`src/rtl/smaesh_sched.sv`:
```
// smaesh_sched: sequencer placed in front of a masked AES core.
// It fetches a fresh 80-bit PRNG seed and hands it to the core. It then
// forwards one key of d shares, one data block, and waits for the core's
// output handshake. Every RESEED_PERIOD completed executions it loops back
// to fetch a new seed.
module smaesh_sched #(
    parameter int d             = 2,
    parameter int RESEED_PERIOD = 256
) (
    input  logic        clk,
    input  logic        rst,

    // host key channel
    input  logic        h_key_valid,
    output logic        h_key_ready,
    input  logic [31:0] h_key_data,
    input  logic [1:0]  h_key_size_cfg,
    input  logic        h_key_inverse,

    // host data channel (payload travels outside this block)
    input  logic        h_data_valid,
    output logic        h_data_ready,

    // seed source
    input  logic        seed_src_valid,
    output logic        seed_src_ready,
    input  logic [79:0] seed_src_data,

    // core key channel
    output logic        core_key_valid,
    input  logic        core_key_ready,
    output logic [31:0] core_key_data,
    output logic [1:0]  core_key_size_cfg,
    output logic        core_key_inverse,

    // core data and seed channels
    output logic        core_data_valid,
    input  logic        core_data_ready,
    output logic        core_seed_valid,
    input  logic        core_seed_ready,
    output logic [79:0] core_seed,

    // core output handshake, observed only
    input  logic        core_out_valid,
    input  logic        core_out_ready,

    // status
    output logic        busy,
    output logic [15:0] exec_cnt,
    output logic        err_cfg
);

    // Key word counter must reach d*8, the largest key of d shares.
    localparam int KCW = $clog2(d * 8 + 1);
    // The since-reseed counter saturates at RESEED_PERIOD.
    localparam int SW  = (RESEED_PERIOD > 0) ? $clog2(RESEED_PERIOD + 1) : 1;

    typedef enum logic [2:0] {
        SEED_GET,
        SEED_PUT,
        IDLE,
        KEY,
        DATA,
        WAIT
    } state_t;

    state_t          state_reg;
    logic [79:0]     seed_reg;
    logic            seed_ready_reg;
    logic            seed_valid_reg;
    logic [1:0]      cfg_reg;
    logic            inverse_reg;
    logic            err_cfg_reg;
    logic [KCW-1:0]  key_cnt_reg;
    logic [15:0]     exec_cnt_reg;
    logic [SW-1:0]   since_reg;

    logic [KCW-1:0]  key_total;
    logic            key_last;
    logic            reseed_due;
    logic            since_full;

    // Number of 32-bit words in the key of the current execution, all shares included.
    always_comb begin
        key_total = KCW'(d * 8);
        case (cfg_reg)
            2'b00:   key_total = KCW'(d * 4);
            2'b01:   key_total = KCW'(d * 6);
            2'b10:   key_total = KCW'(d * 8);
            default: key_total = KCW'(d * 8);
        endcase
    end

    assign key_last   = (key_cnt_reg == (key_total - KCW'(1)));
    assign since_full = (since_reg == SW'(RESEED_PERIOD));
    // With a period of 0 the only seed is the one fetched after reset.
    assign reseed_due = (RESEED_PERIOD != 0) && since_full;

    // Sequencer: state, latched seed/config, handshake flags and counters.
    always_ff @(posedge clk or negedge rst) begin
        if (!rst) begin
            state_reg      <= SEED_GET;
            seed_reg       <= '0;
            seed_ready_reg <= 1'b0;
            seed_valid_reg <= 1'b0;
            cfg_reg        <= 2'b00;
            inverse_reg    <= 1'b0;
            err_cfg_reg    <= 1'b0;
            key_cnt_reg    <= '0;
            exec_cnt_reg   <= '0;
            since_reg      <= '0;
        end else begin
            case (state_reg)
                SEED_GET: begin
                    if (seed_ready_reg && seed_src_valid) begin
                        seed_reg       <= seed_src_data;
                        seed_ready_reg <= 1'b0;
                        seed_valid_reg <= 1'b1;
                        state_reg      <= SEED_PUT;
                    end else begin
                        // First cycle after reset: open the seed source.
                        seed_ready_reg <= 1'b1;
                    end
                end

                SEED_PUT: begin
                    if (core_seed_ready) begin
                        seed_valid_reg <= 1'b0;
                        since_reg      <= '0;
                        state_reg      <= IDLE;
                    end
                end

                IDLE: begin
                    if (reseed_due) begin
                        seed_ready_reg <= 1'b1;
                        state_reg      <= SEED_GET;
                    end else if (h_key_valid) begin
                        // The config is captured here. The first key word
                        // moves in the KEY state.
                        cfg_reg     <= h_key_size_cfg;
                        inverse_reg <= h_key_inverse;
                        if (h_key_size_cfg == 2'b11) begin
                            err_cfg_reg <= 1'b1;
                        end
                        key_cnt_reg <= '0;
                        state_reg   <= KEY;
                    end
                end

                KEY: begin
                    if (h_key_valid && core_key_ready) begin
                        if (key_last) begin
                            key_cnt_reg <= '0;
                            state_reg   <= DATA;
                        end else begin
                            key_cnt_reg <= key_cnt_reg + KCW'(1);
                        end
                    end
                end

                DATA: begin
                    if (h_data_valid && core_data_ready) begin
                        state_reg <= WAIT;
                    end
                end

                WAIT: begin
                    if (core_out_valid && core_out_ready) begin
                        exec_cnt_reg <= exec_cnt_reg + 16'd1;
                        if (RESEED_PERIOD != 0 && !since_full) begin
                            since_reg <= since_reg + SW'(1);
                        end
                        state_reg <= IDLE;
                    end
                end

                default: begin
                    state_reg <= SEED_GET;
                end
            endcase
        end
    end

    // Key and data channels are wired straight through only in their own state.
    always_comb begin
        h_key_ready     = 1'b0;
        core_key_valid  = 1'b0;
        core_key_data   = '0;
        h_data_ready    = 1'b0;
        core_data_valid = 1'b0;
        if (state_reg == KEY) begin
            h_key_ready    = core_key_ready;
            core_key_valid = h_key_valid;
            core_key_data  = h_key_data;
        end
        if (state_reg == DATA) begin
            h_data_ready    = core_data_ready;
            core_data_valid = h_data_valid;
        end
    end

    assign core_key_size_cfg = cfg_reg;
    assign core_key_inverse  = inverse_reg;
    assign seed_src_ready    = seed_ready_reg;
    assign core_seed_valid   = seed_valid_reg;
    assign core_seed         = seed_reg;
    assign busy              = (state_reg != IDLE);
    assign exec_cnt          = exec_cnt_reg;
    assign err_cfg           = err_cfg_reg;

endmodule

```
`config.mk`:
```
export PLATFORM = sky130hd
export DESIGN_NAME = smaesh_sched
export DESIGN_NICKNAME = d
export VERILOG_FILES = /design/src/rtl/smaesh_sched.sv
export SDC_FILE = /design/constraint.sdc
export NUM_CORES = 1
export LEC_CHECK = 0
export ABC_AREA = 1
export CAP_MARGIN = 10
export CORE_MARGIN = 4
export CORE_UTILIZATION = 29
export CTS_BUF_LIST = sky130_fd_sc_hd__clkbuf_4 sky130_fd_sc_hd__clkbuf_8
export CTS_CLUSTER_SIZE = 40
export DETAILED_ROUTE_END_ITERATION = 8
export GPL_TIMING_DRIVEN = 0
export PLACE_DENSITY_LB_ADDON = 0.3
export SYNTH_ARGS = -nofsm -noshare
export SYNTH_HDL_FRONTEND = slang
export SYNTH_SLANG_ARGS = --single-unit
```
`constraint.sdc`:
```
create_clock -name clk -period 2 [get_ports clk]
set_clock_uncertainty 0.1 [all_clocks]
set_input_delay 0.6 -clock clk [delete_from_list [all_inputs] [get_ports clk]]
set_output_delay 0.6 -clock clk [all_outputs]
set_load 0.005 [all_outputs]
```
* Word-level counts from Yosys, hierarchy flattened
Cells that the tools add are included.
** Operators by class
- Add/subtract/negate cells :: 4
- $mul :: 0
- Div/mod/pow operators :: 0
- Order comparisons :: 0
- Equal/unequal tests :: 21
- Shift-type cells :: 0
- Muxes and demuxes :: 30
- Bitwise operators :: 1
- Reduce and logical (&&, ||, !) cells :: 19
** Operators by type and width (number)
- $mux W32 :: 1
- $mux W9 :: 3
- $mux W3 :: 8
- $mux W5 :: 4
- $ne A2 B2 Y1 const B :: 10
- $pmux W5 S2 :: 2
- $pmux W3 S6 :: 1
- $pmux W9 S2 :: 1
- $add A16 B1 Y16 const B :: 1
- $reduce_and A4 Y1 :: 3
- $add A9 B1 Y9 const B :: 1
- $eq A9 B9 Y1 const B :: 1
- $mux W1 :: 8
- $reduce_bool A2 Y1 :: 4
- $reduce_and A7 Y1 :: 1
- $eq A3 B2 Y1 const B :: 2
- $eq A3 B3 Y1 const B :: 2
- $reduce_and A2 Y1 :: 3
- $reduce_and A3 Y1 :: 2
- $add A5 B1 Y5 const B :: 1
- $eq A5 B5 Y1 :: 1
- $sub A5 B1 Y5 const B :: 1
- $logic_and A1 B1 Y1 :: 4
- $pmux W1 S2 :: 2
- 8 further kinds :: 8
** Word-level totals
- Flip-flop bits (word level) :: 119
- Latch bits :: 0
- RAM bits :: 0
- ROM bits :: 0
- Output and inout port bits :: 139
- Memories kept :: 0

* Longest topological paths before layout
- Depth after elaboration :: 7
- Mapped depth :: 10
- Mapped depth without buffers :: 10

* Worst setup path after synthesis
No wires, ideal clock.
- Path kind :: register -> output
- From :: reg state_reg[2]
- To :: out core_key_data[10]
- Arrival :: 1.097 ns
- Slack :: 0.203 ns
- Stages on the path, launching flop included :: 6
- Cell sequence :: dfrtp_1 buf_4 inv_2 nand3_2 clkbuf_1 nor2_1
** Between the ends
- Cells in the longest elaborated chain, start to end :: 2
** RTL lines
- start, declared :: RTL line 67 : state_t state_reg;
- start signal, assigned :: RTL line 102 : state_reg <= SEED_GET;
- start signal, assigned :: RTL line 119 : state_reg <= SEED_PUT;
- start signal, assigned :: RTL line 130 : state_reg <= IDLE;
- $eq A3 B2 Y1 :: RTL line 192 : if (state_reg == KEY) begin
- $mux W32 :: RTL line 192
- end, declared :: RTL line 32 : output logic [31:0] core_key_data,
No other way between the ends.

* Worst setup path in the final report
- From :: reg state_reg[2]
- To :: out core_key_data[25]
Same word-level chain as after synthesis.

==> impl_metrics.tcl <==
set metrics [dict create \
    synth_edf_count 0 \
    cts_sinks 119 \
    fin_util_pct 50.2 \
    top_level_ports 264 \
    ys.flop_type "dfrtp_1" \
    clock.fmax_mhz 405 \
    syn_inst 726 \
    n_fill_cell 1860 \
    core-area_um2 19000 \
    clkTransAtPathRegs_ps 80 \
    crit_required_ps 1300 \
    postCtsHoldBufs 0 \
    leakagePower_nw 5.09 \
    slew_violations 0 \
    cts_buffers 17 \
    start_util_pct 30.0 \
    rsz0062_at_grt "true" \
    drtPass1Iterations 5 \
    row_count 50 \
    drt-vias-per-instance 4.22 \
    die-area_um2 21900 \
    layout-drive-gt1-share_pct 18.8 \
    crit_type "reg2out" \
    async_flop_share_pct 100 \
    antenna_found_initial 0 \
    avgSynthCellArea_um2 7.83 \
    max-vdd-ir-drop_mv 0.755 \
    dpl.hpwl_um 13200 \
    finalNetCount 1194 \
    dp_cells 1250 \
    crit_path_end_kind "output pin" \
    clock_latency_ps 440 \
    synth-seq-cells 119 \
    cts_tree "yes" \
    holdWs_ps 13.8 \
    tightest_slew_ps 580 \
    dpl_worst_slack_ps -677 \
    n_antenna_cell 0 \
    worstPathArrival_ps 1770 \
    hp-class "in2async" \
    syn_area_um2 5680 \
    maxCapViolCount 0 \
    ys_seq_area_share_pct 52.4 \
    gp_congestion 0.793 \
    slew_headroom_pct 61.3 \
    ant_nets 0 \
    fin_ws_ps -470 \
    grt_usage_pct 16.4 \
    syn-num-nets 855 \
    status "finished, violations left" \
    period_needed_ps 2470 \
    largest_reg_flops 80 \
    synth_cell_types 32 \
    p_per_area_nw_per_um2 1180 \
    grt_pass1_wl_um 28500 \
    num_vias 5645 \
    fp.dieW_um 148 \
    fin_crit_sh_pct 124 \
    drtIter0Drc 174 \
    path_max_fanout 5 \
    io_buffers 263 \
    fin_cells 1337 \
    violations "negative setup slack" \
    ys_warn_count 0 \
    grt_max_degree 62 \
    cts.path.max_buffers 2 \
    route.detailed.drc 0 \
    setup_viol 76 \
    wire_per_inst_um 13.5 \
    start_kind "register" \
    grt_pass1_vias 5641 \
    hold_viol 0 \
    htreeDepth 4 \
    die_h_um 148 \
    root_buffer "clkbuf_8" \
    grt_overflow_total 0 \
    area_delta_synth_final_pct 67.5 \
    routed_wl_um 18000 \
]
[critical path, stage by stage (launching register included)]
cell	delay, ps
dfrtp_1	380
buf_6	130
inv_8	50
nand3_4	140
buf_12	180
clkbuf_16	150
buf_6	110
nor2_2	70
buf_2	120
[synthesized netlist by cell type (2+ instances only)]
cell      number  area [µm²]
a21oi_1        4        20.0
and2_1         2        12.5
buf_2          8        40.0
buf_4         12        90.1
buf_6          2        22.5
clkbuf_1       3        11.3
dfrtp_1      119        2980
ha_1           4        50.1
inv_1         70         263
inv_2          3        11.3
nand2_1      334        1250
nand2_2        4        25.0
nand3_1       25         125
nand3_2        4        40.0
nand3b_1       2        15.0
nand4_1       10        62.6
nor2_1        62         233
nor2_2         4        25.0
nor2_4         3        33.8
nor3_1         5        25.0
o21ai_0       17        85.1
o21ai_1        6        30.0
xnor2_1        2        17.5
xor2_1        13         114
[worst paths after layout]
kind / cells after the start / start / slack, ps / to
max in group asynchronous: 2 / rst / 1050 / core_seed[33]
min in group clk: 2 / core_seed[7] / 370 / core_seed[7]
min: 1 / rst / 10 / state_reg[2]
max reg2reg: 11 / state_reg[1] / -10 / core_seed[51]
max: 8 / state_reg[2] / -470 / core_key_data[25]
min reg2reg: 2 / core_seed[7] / 370 / core_seed[7]
[power breakdown]
part	leakage, nW	internal [mW]	switching [mW]
clock	0.206	1.28	1.06
sequential	1.50	3.33	0.471
combinational	3.38	2.57	2.52
[routing by layer]
| metal | GRT usage [%] | up-vias | wire (µm) |
|---|---|---|---|
| met5 | 0 | - | 0 |
| met4 | 4.34 | 0 | 242 |
| li1 | - | 2893 | - |
| met3 | 9.72 | 16 | 2060 |
| met1 | 17.4 | 2562 | 6910 |
| met2 | 28.0 | 174 | 8820 |
[timing repair]
item	4_1_cts	5_1_grt
buffers inserted	44	11
resized for setup	293	36
pin swaps	13	7
setup endpoints to repair	139	39
cloned	3	1
[cell families after synthesis]
group	share of synthesized area [%]
AND/OR/NAND/NOR	33.7
XOR/XNOR	2.31
flip-flops	52.4
AO/OA/AOI/OAI	2.95
adder cells (fa/ha/maj)	0.881
buffers and inverters	7.71
[layout by cell type (no fill, tap or decap), types with 3 or more instances in the layout]
cell type and count:
dfrtp_1 115, nand4_1 10, ha_1 4, dfrtp_2 4, nand2_1 333, clkdlybuf4s50_1 123
o21ai_1 7, buf_4 44, buf_6 22, xor2_1 13, nand3_1 25, nor2_2 14
nand2_2 4, inv_1 70, buf_2 43, buf_8 3, nor2_4 14, nor3_1 5
clkbuf_8 20, bufinv_16 3, a21oi_1 4, nor2_1 41, o21ai_0 16, dlygate4sd2_1 102
inv_6 3, clkinv_4 4
[area by class of cell]
type | count | area [µm²] | area share (%)
Buffer | 25 | 214 | 2.25
Timing Repair Buffer | 319 | 2870 | 30.2
Sequential cell | 119 | 2980 | 31.4
Multi-Input combinational cell | 510 | 2420 | 25.4
Clock buffer | 18 | 248 | 2.60
Clock inverter | 13 | 171 | 1.80
Inverter | 73 | 282 | 2.96
Tap cell | 260 | 325 | 3.42
[per-stage QoR]
step / power [mW] / instance area [µm²] / TNS (ps)
after CTS: 11.2 / 9320 / -14750
after detailed placement: 8.83 / 8670 / -37550
final: 11.2 / 9510 / -14320
after floorplan: 5.87 / 5680 / 0
after global routing: 12.1 / 9510 / -26070
after global placement: 8.78 / 8640 / -607540
Note: power is estimated with default switching activity, not from simulation.
